**src/rtl/pll_lock_reset_pkg.sv**
```systemverilog
// Shared definitions for the PLL lock reset sequencer.
// State encoding is fixed at 2 bits: WAIT_LOCK=0, STABLE=1, HOLD=2, RUN=3.
// cnt_width() sizes the shared window counter so it can hold max(stable, hold) - 1.
package pll_lock_reset_pkg;

  typedef enum logic [1:0] {
    WAIT_LOCK = 2'd0,
    STABLE    = 2'd1,
    HOLD      = 2'd2,
    RUN       = 2'd3
  } state_t;

  // Bits needed to count from 0 up to max(stable_cycles, hold_cycles) - 1.
  function automatic int cnt_width(input int stable_cycles, input int hold_cycles);
    int max_val;
    max_val = ((stable_cycles > hold_cycles) ? stable_cycles : hold_cycles) - 1;
    return (max_val < 1) ? 1 : $clog2(max_val + 1);
  endfunction

endpackage

```
**src/rtl/pll_lock_reset_sync_chain.sv**
```systemverilog
// Multi-flop synchroniser for a single asynchronous input.
// Latency: STAGES clock edges from d to q.
// Backpressure: none; samples every cycle.
module sync_chain #(
  parameter int STAGES = 2
) (
  input  logic clock,
  input  logic reset_n,
  input  logic d,
  output logic q
);

  logic [STAGES-1:0] ff;

  // Shift the raw input through the flop chain; bit 0 is the metastable stage.
  always_ff @(posedge clock or negedge reset_n) begin
    if (!reset_n) begin
      ff <= '0;
    end else begin
      ff <= {ff[STAGES-2:0], d};
    end
  end

  assign q = ff[STAGES-1];

endmodule

```
**src/rtl/pll_lock_reset.sv**
```systemverilog
// Reset sequencer: holds sys_reset until synchronised lock is stable for STABLE_CYCLES then HOLD_CYCLES.
// Latency: sys_reset falls SYNC_STAGES+1+STABLE_CYCLES+HOLD_CYCLES edges after lock is first sampled.
// Backpressure: none; loss of lock in RUN re-asserts reset, pulses lock_lost and bumps a saturating counter.
module pll_lock_reset
  import pll_lock_reset_pkg::*;
#(
  parameter int SYNC_STAGES   = 2,
  parameter int STABLE_CYCLES = 1024,
  parameter int HOLD_CYCLES   = 16,
  parameter int LOSS_W        = 8
) (
  input  logic              clock,
  input  logic              reset_n,
  input  logic              lock,
  output logic              sys_reset,
  output logic              sys_ready,
  output logic              lock_lost,
  output logic [LOSS_W-1:0] loss_count
);

  localparam int CW = cnt_width(STABLE_CYCLES, HOLD_CYCLES);
  localparam logic [CW-1:0] STABLE_LAST = CW'(STABLE_CYCLES - 1);
  localparam logic [CW-1:0] HOLD_LAST   = CW'(HOLD_CYCLES - 1);
  localparam logic [LOSS_W-1:0] LOSS_MAX = {LOSS_W{1'b1}};

  logic          lock_s;
  state_t        state;
  logic [CW-1:0] cnt;

  sync_chain #(
    .STAGES (SYNC_STAGES)
  ) u_lock_sync (
    .clock   (clock),
    .reset_n (reset_n),
    .d       (lock),
    .q       (lock_s)
  );

  // Sequencer FSM; outputs are registered from the next state so they change on the transition edge.
  always_ff @(posedge clock or negedge reset_n) begin
    if (!reset_n) begin
      state      <= WAIT_LOCK;
      cnt        <= '0;
      sys_reset  <= 1'b1;
      sys_ready  <= 1'b0;
      lock_lost  <= 1'b0;
      loss_count <= '0;
    end else begin
      // Default: remain in reset, no loss pulse. Only entering/staying in RUN releases reset.
      sys_reset <= 1'b1;
      sys_ready <= 1'b0;
      lock_lost <= 1'b0;
      case (state)
        WAIT_LOCK: begin
          if (lock_s) begin
            state <= STABLE;
            cnt   <= '0;
          end
        end
        STABLE: begin
          // Any low sample restarts the whole window; no partial credit.
          if (!lock_s) begin
            state <= WAIT_LOCK;
          end else if (cnt == STABLE_LAST) begin
            state <= HOLD;
            cnt   <= '0;
          end else begin
            cnt <= cnt + 1'b1;
          end
        end
        HOLD: begin
          if (!lock_s) begin
            state <= WAIT_LOCK;
          end else if (cnt == HOLD_LAST) begin
            state     <= RUN;
            sys_reset <= 1'b0;
            sys_ready <= 1'b1;
          end else begin
            cnt <= cnt + 1'b1;
          end
        end
        RUN: begin
          // Only a drop from RUN is a real loss of lock; it is reported and counted.
          if (!lock_s) begin
            state     <= WAIT_LOCK;
            lock_lost <= 1'b1;
            if (loss_count != LOSS_MAX) begin
              loss_count <= loss_count + 1'b1;
            end
          end else begin
            sys_reset <= 1'b0;
            sys_ready <= 1'b1;
          end
        end
        default: begin
          state <= WAIT_LOCK;
          cnt   <= '0;
        end
      endcase
    end
  end

endmodule
```
**config.mk**
```make
export PLATFORM = sky130hd
export DESIGN_NAME = pll_lock_reset
export DESIGN_NICKNAME = d
export VERILOG_FILES = /design/src/rtl/pll_lock_reset_pkg.sv /design/src/rtl/pll_lock_reset_sync_chain.sv /design/src/rtl/pll_lock_reset.sv
export SDC_FILE = /design/constraint.sdc
export NUM_CORES = 1
export LEC_CHECK = 0
export CORE_MARGIN = 3
export CORE_UTILIZATION = 55
export DETAILED_ROUTE_END_ITERATION = 16
export PLACE_DENSITY = 0.74
export SKIP_LAST_GASP = 1
export SLEW_MARGIN = 25
export SYNTH_ARGS = -nofsm -noshare
export SYNTH_HDL_FRONTEND = slang
export SYNTH_SLANG_ARGS = --single-unit
```
**constraint.sdc**
```tcl
create_clock -name clock -period 5.7 [get_ports clock]
set_input_delay 0.855 -clock clock [delete_from_list [all_inputs] [get_ports clock]]
set_output_delay 0.855 -clock clock [all_outputs]
set_load 0.02 [all_outputs]
```
==> impl_metrics.yaml, run 1 <==
sta:
  worst_clock_skew_ns: 0.0126
  rsz0062_at_grt: "false"
  setup_viol: 0
  hold_violations: 0
  final.setup.tns_ns: 0
  slew_headroom: 0.549
  fin_crit_sh: 0.405
  clock.fmax_mhz: 433
  worst_pin_slew_ns: 0.671
  hold-worst-slack_ns: 0.375
  maxSlewViolCount: 0
  min_period_ns: 2.31
power_and_ir_drop:
  seqPwrFrac: 0.443
  netSwitchingFraction: 0.371
  p_int_uw: 312
  pwr-share-comb: 0.395
  p_per_area_mw_per_mm2: 331
  power_leakage_uw: 0.000651
  vdd_drop_max_mv: 0.232
  clockPowerShare: 0.162
  total_power_uw: 495
  switching_power_uw: 184
placed_design:
  placement.io_buffers: 13
  place_inst: 158
  dp_hpwl_um: 1760
  routabilityCongestion: 0.794
die:
  design.core.area_mm2: 0.00223
  rows: 17
  die-height_um: 54.9
  dieWidth_um: 54.9
  initial_core_util: 0.590
  design.die.area_mm2: 0.00302
  io_pins: 14
yosys:
  synth.avg_cell_area_um2: 11.1
  synthTopCellsByArea: "dfrtp_1 46%, ha_1 5.7%, a221o_1 3.0%"
  synth_cell_types: 46
  yosysSeqAreaShare: 0.476
  synth_edf_count: 0
  synth_top_flop_cell: "dfrtp_1"
  synth_top_cell_by_area: "dfrtp_1"
  synthCells: 119
  synth_nets: 128
  synthArstFlopShare: 1.00
  ys_seq_elements: 25
  synth_top_area_share: 0.456
  ys_warn_count: 0
  synthesis.area_mm2: 0.00132
clocking:
  clk_pin_slew_ns: 0.14
  htree_levels: 1
  numCtsBuffers: 3
  clk_path_buf_depth: 2
  cts_tree: "yes"
  root_buffer: "clkbuf_4"
  cts_sinks: 25
  cts_resized: 0
  hold_buffers: 0
  clock_latency_ns: 0.32
  post_cts_buffers: 0
drt:
  drc_errors: 0
  drtAntennaViolNets: 0
  vias_per_cell: 5.93
  wire_per_inst_um: 15.0
  dr_wl_met3_um: 64
  first_iter_violations: 28
  drt_wl_total_um: 2430
  top_layer: "met4"
  wl_met1_um: 1250
  wl_met2_um: 1080
  first_pass_iters: 4
  vias: 961
hold_path:
  min_path_type: "reg2reg"
  hold_start: "u_lock_sync.ff[0]$_DFF_PN0_"
setup_path:
  worst_path_max_delay_cell: "clkdlybuf4s50_1"
  path_delay_family: "buffers and inverters"
  r2r_end: "cnt[6]$_DFFE_PN0P_"
  required_ns: 4.85
  r2r_setup_slack_ns: 3.57
  crit_chain: "clkdlybuf4s50_1"
  reg2reg_depth: 5
  critPathLaunch: "sys_reset$_DFF_PN1_"
  crit_type: "reg2out"
  crit_path_max_fanout: 1
  slowest_delay_ns: 0.59
  crit_end: "sys_reset"
  crit_buf_inv: 1
  cp-start-kind: "flop"
  worst-endpoint-arrival_ns: 1.46
  crit_cells: 1
  cp-end-kind: "output port"
  timing.rr.start: "state[0]$_DFFE_PN0P_"
finish:
  mostFrequentLayoutCells: "24 x dfrtp_1, 12 x clkdlybuf4s50_1, 8 x inv_1, 7 x nor2_1, 6 x ha_1"
  drive_gt1_frac: 0.119
  finalNetCount: 144
  area_delta_synth_final_pct: 13.5
  fin_cells: 162
  final_common_cell: "dfrtp_1"
  antennaDiodeCount: 0
grt:
  track_usage: 0.184
  grt_pass1_vias: 867
  grt_max_degree: 26
  antenna_found_initial: 0
  grt_first_pass_wirelength_um: 4020
  grt-ovfl-total: 0
flow_run:
  cap_violations: 0
status:
  outcome: "completed"
[how the worst min path moves through the flow]
| stage | to | cells after the start |
|---|---|---|
| 2_1_floorplan | u_lock_sync.ff[1]$_DFF_PN0_ | 0 |
| 3_3_place_gp | u_lock_sync.ff[1]$_DFF_PN0_ | 0 |
| 3_5_place_dp | u_lock_sync.ff[1]$_DFF_PN0_ | 0 |
| 4_1_cts | u_lock_sync.ff[1]$_DFF_PN0_ | 0 |
| 5_1_grt | u_lock_sync.ff[1]$_DFF_PN0_ | 0 |
| 6_report | u_lock_sync.ff[1]$_DFF_PN0_ | 0 |
[registers in the layout, summed over array words and instances, names as in the netlist]
name,count
state,2
sys_ready,1
lock_lost,1
cnt,10
loss_count,8
u_lock_sync.ff,2
sys_reset,1
[layer usage]
layer  up-vias  track usage
met5         -            0
met4         0       0.0729
met3         4       0.0241
met2        15        0.252
met1       461        0.288
li1        481            -
[area by class of cell]
type | count | area [um2]
multi-input combinational | 84 | 648
tap | 28 | 35.0
clock buffer | 3 | 22.5
sequential | 25 | 627
clock inverter | 1 | 7.51
timing repair buffer | 13 | 125
fill | 184 | 738
inverter | 8 | 30.0
[cell usage after synthesis, types with 3 or more instances]
library cell,count
a21oi_1,4
o21a_1,3
nand4b_1,3
and3_1,3
nor3_1,3
xnor2_1,4
dfrtp_1,24
inv_1,8
ha_1,6
nor2_1,7
nand3_1,5
a221o_1,4
nand2_1,5
[logic make-up after synthesis]
kind of cell    after synthesis  share of synthesized area
simple gates                 41                      0.193
compound gates               29                      0.184
flops                        25                      0.476
buf+inv                      10                     0.0323
fa+ha+maj                     6                     0.0570
xor+xnor                      5                     0.0332
mux                           3                     0.0247
[per-stage QoR]
stage | cell area, um2 | setup WS, ns | util
5_1_grt | 1500 | 3.35 | 0.669
3_5_place_dp | 1470 | 3.63 | 0.656
3_3_place_gp | 1470 | 3.51 | 0.658
6_report | 1500 | 3.39 | 0.669
2_1_floorplan | 1320 | 3.83 | -
4_1_cts | 1500 | 3.37 | 0.669
[power by group through the flow]
stage | clock (uW) | combinational (uW) | sequential [uW]
after floorplan | 0 | 131 | 233
after CTS | 84.2 | 193 | 220
after global placement | 0 | 189 | 221
after detailed placement | 0 | 192 | 223
after global routing | 89.4 | 213 | 224
final | 80.2 | 195 | 219
Power figures use the tool's default switching activity.
==> run 2: changes to the inputs <==
clock period = 2.4 ns   (was 5.7 ns; I/O delays follow)
==> run 2 against run 1 <==
Sequential share of layout area shrank 0.35 points. Critical path type is now reg2reg. Highest routed layer unchanged. First-iteration DRC count grew 3.6%. Setup slack lost 3.1 ns.
==> impl_metrics.yaml, run 2 (synthesis results as in run 1) <==
status:
  outcome: "completed"
grt:
  antenna_found_initial: 0
  track_usage: 0.193
  grt-ovfl-total: 0
  grt_pass1_vias: 947
  grt_first_pass_wirelength_um: 4200
  grt_max_degree: 26
drt:
  vias: 989
  first_pass_iters: 4
  drc_errors: 0
  vias_per_cell: 6.07
  drtAntennaViolNets: 0
  drt_wl_total_um: 2460
  wire_per_inst_um: 15.1
  first_iter_violations: 29
die:
  design.core.area_mm2: 0.00223
  io_pins: 14
  design.die.area_mm2: 0.00302
  initial_core_util: 0.590
  die-height_um: 54.9
  dieWidth_um: 54.9
  rows: 17
sta:
  hold_violations: 0
  slew_headroom: 0.579
  final.setup.tns_ns: 0
  hold-worst-slack_ns: 0.367
  fin_crit_sh: 0.860
  min_period_ns: 2.06
  worst_clock_skew_ns: 0.00968
  worst_pin_slew_ns: 0.626
  maxSlewViolCount: 0
  setup_viol: 0
  rsz0062_at_grt: "false"
  clock.fmax_mhz: 485
setup_path:
  cp-start-kind: "flop"
  r2r_end: "state[0]$_DFFE_PN0P_"
  timing.rr.start: "cnt[0]$_DFFE_PN0P_"
  required_ns: 2.62
  reg2reg_depth: 5
  r2r_setup_slack_ns: 0.34
  cp-end-kind: "flop"
  worst-endpoint-arrival_ns: 2.29
  crit_type: "reg2reg"
  crit_path_max_fanout: 6
clocking:
  hold_buffers: 0
  clk_pin_slew_ns: 0.14
  cts_sinks: 25
  numCtsBuffers: 3
  clock_latency_ns: 0.32
  post_cts_buffers: 0
  cts_tree: "yes"
  root_buffer: "clkbuf_4"
  cts_resized: 0
  clk_path_buf_depth: 2
  htree_levels: 1
power_and_ir_drop:
  p_per_area_mw_per_mm2: 780
  netSwitchingFraction: 0.369
  switching_power_uw: 434
  clockPowerShare: 0.165
  power_leakage_uw: 0.000656
  total_power_uw: 1180
  pwr-share-comb: 0.393
  p_int_uw: 742
  vdd_drop_max_mv: 0.714
  seqPwrFrac: 0.442
finish:
  antennaDiodeCount: 0
  top_regs: "cnt x10, loss_count x8"
  area_delta_synth_final_pct: 14.4
  mostFrequentLayoutCells: "24 x dfrtp_1, 13 x clkdlybuf4s50_1, 8 x inv_1, 7 x nor2_1, 6 x ha_1"
  utilization: 0.675
  fill_cells: 195
  largest_register: "cnt"
  final_common_cell: "dfrtp_1"
  finalNetCount: 145
  largest_register_ffs: 10
  drive_gt1_frac: 0.119
hold_path:
  min_path_type: "in2async"
placed_design:
  routabilityCongestion: 0.822
  dp_hpwl_um: 1830
  placement.io_buffers: 13
flow_run:
  cap_violations: 0
==> run 2: layer usage <==
metal  routed length [um]  global-route usage  vias up
met5                    0                   0        -
met4                   25              0.0567        0
met3                   65              0.0268        4
met2                 1090               0.287       13
met1                 1280               0.292      486
li1                     -                   -      486
==> run 2: power by group through the flow <==
stage	Sequential [uW]	Combinational (uW)	Clock, uW
6_report	520	463	194
5_1_grt	530	516	212
4_1_cts	521	463	196
3_5_place_dp	530	460	0
3_3_place_gp	525	450	0
2_1_floorplan	552	311	0
==> run 2: how the worst max path moves through the flow <==
stage                         startpoint                    to  slack, ns
detailed placement    cnt[0]$_DFFE_PN0P_  state[0]$_DFFE_PN0P_       0.36
CTS                   cnt[0]$_DFFE_PN0P_  state[0]$_DFFE_PN0P_       0.32
finish                cnt[0]$_DFFE_PN0P_  state[0]$_DFFE_PN0P_       0.34
global placement      cnt[6]$_DFFE_PN0P_    cnt[6]$_DFFE_PN0P_       0.43
global route          cnt[0]$_DFFE_PN0P_    cnt[5]$_DFFE_PN0P_       0.18
floorplan           state[0]$_DFFE_PN0P_    cnt[6]$_DFFE_PN0P_       0.53
==> run 2: critical path: stages (launching register included) <==
cell and delay (ns):
dfrtp_1 0.42, ha_1 0.21, nand3_1 0.21, o41ai_1 0.57, nand4b_1 0.23, a221oi_1 0.34
==> run 2: final cells by class <==
| cell class | instances | area, um2 | area share |
|---|---|---|---|
| Tap cell | 28 | 35.0 | 0.0232 |
| Sequential cell | 25 | 627 | 0.416 |
| Timing Repair Buffer | 14 | 138 | 0.0913 |
| Multi-Input combinational cell | 84 | 648 | 0.430 |
| Clock inverter | 1 | 7.51 | 0.00498 |
| Clock buffer | 3 | 22.5 | 0.0149 |
| Inverter | 8 | 30.0 | 0.0199 |
==> run 2: metrics by stage <==
step | instance area (um2) | cells | worst slack, ns
after detailed placement | 1480 | 159 | 0.359
final | 1510 | 163 | 0.336
after global routing | 1510 | 163 | 0.185
after floorplan | 1320 | 119 | 0.533
after global placement | 1480 | 159 | 0.434
after CTS | 1510 | 163 | 0.318
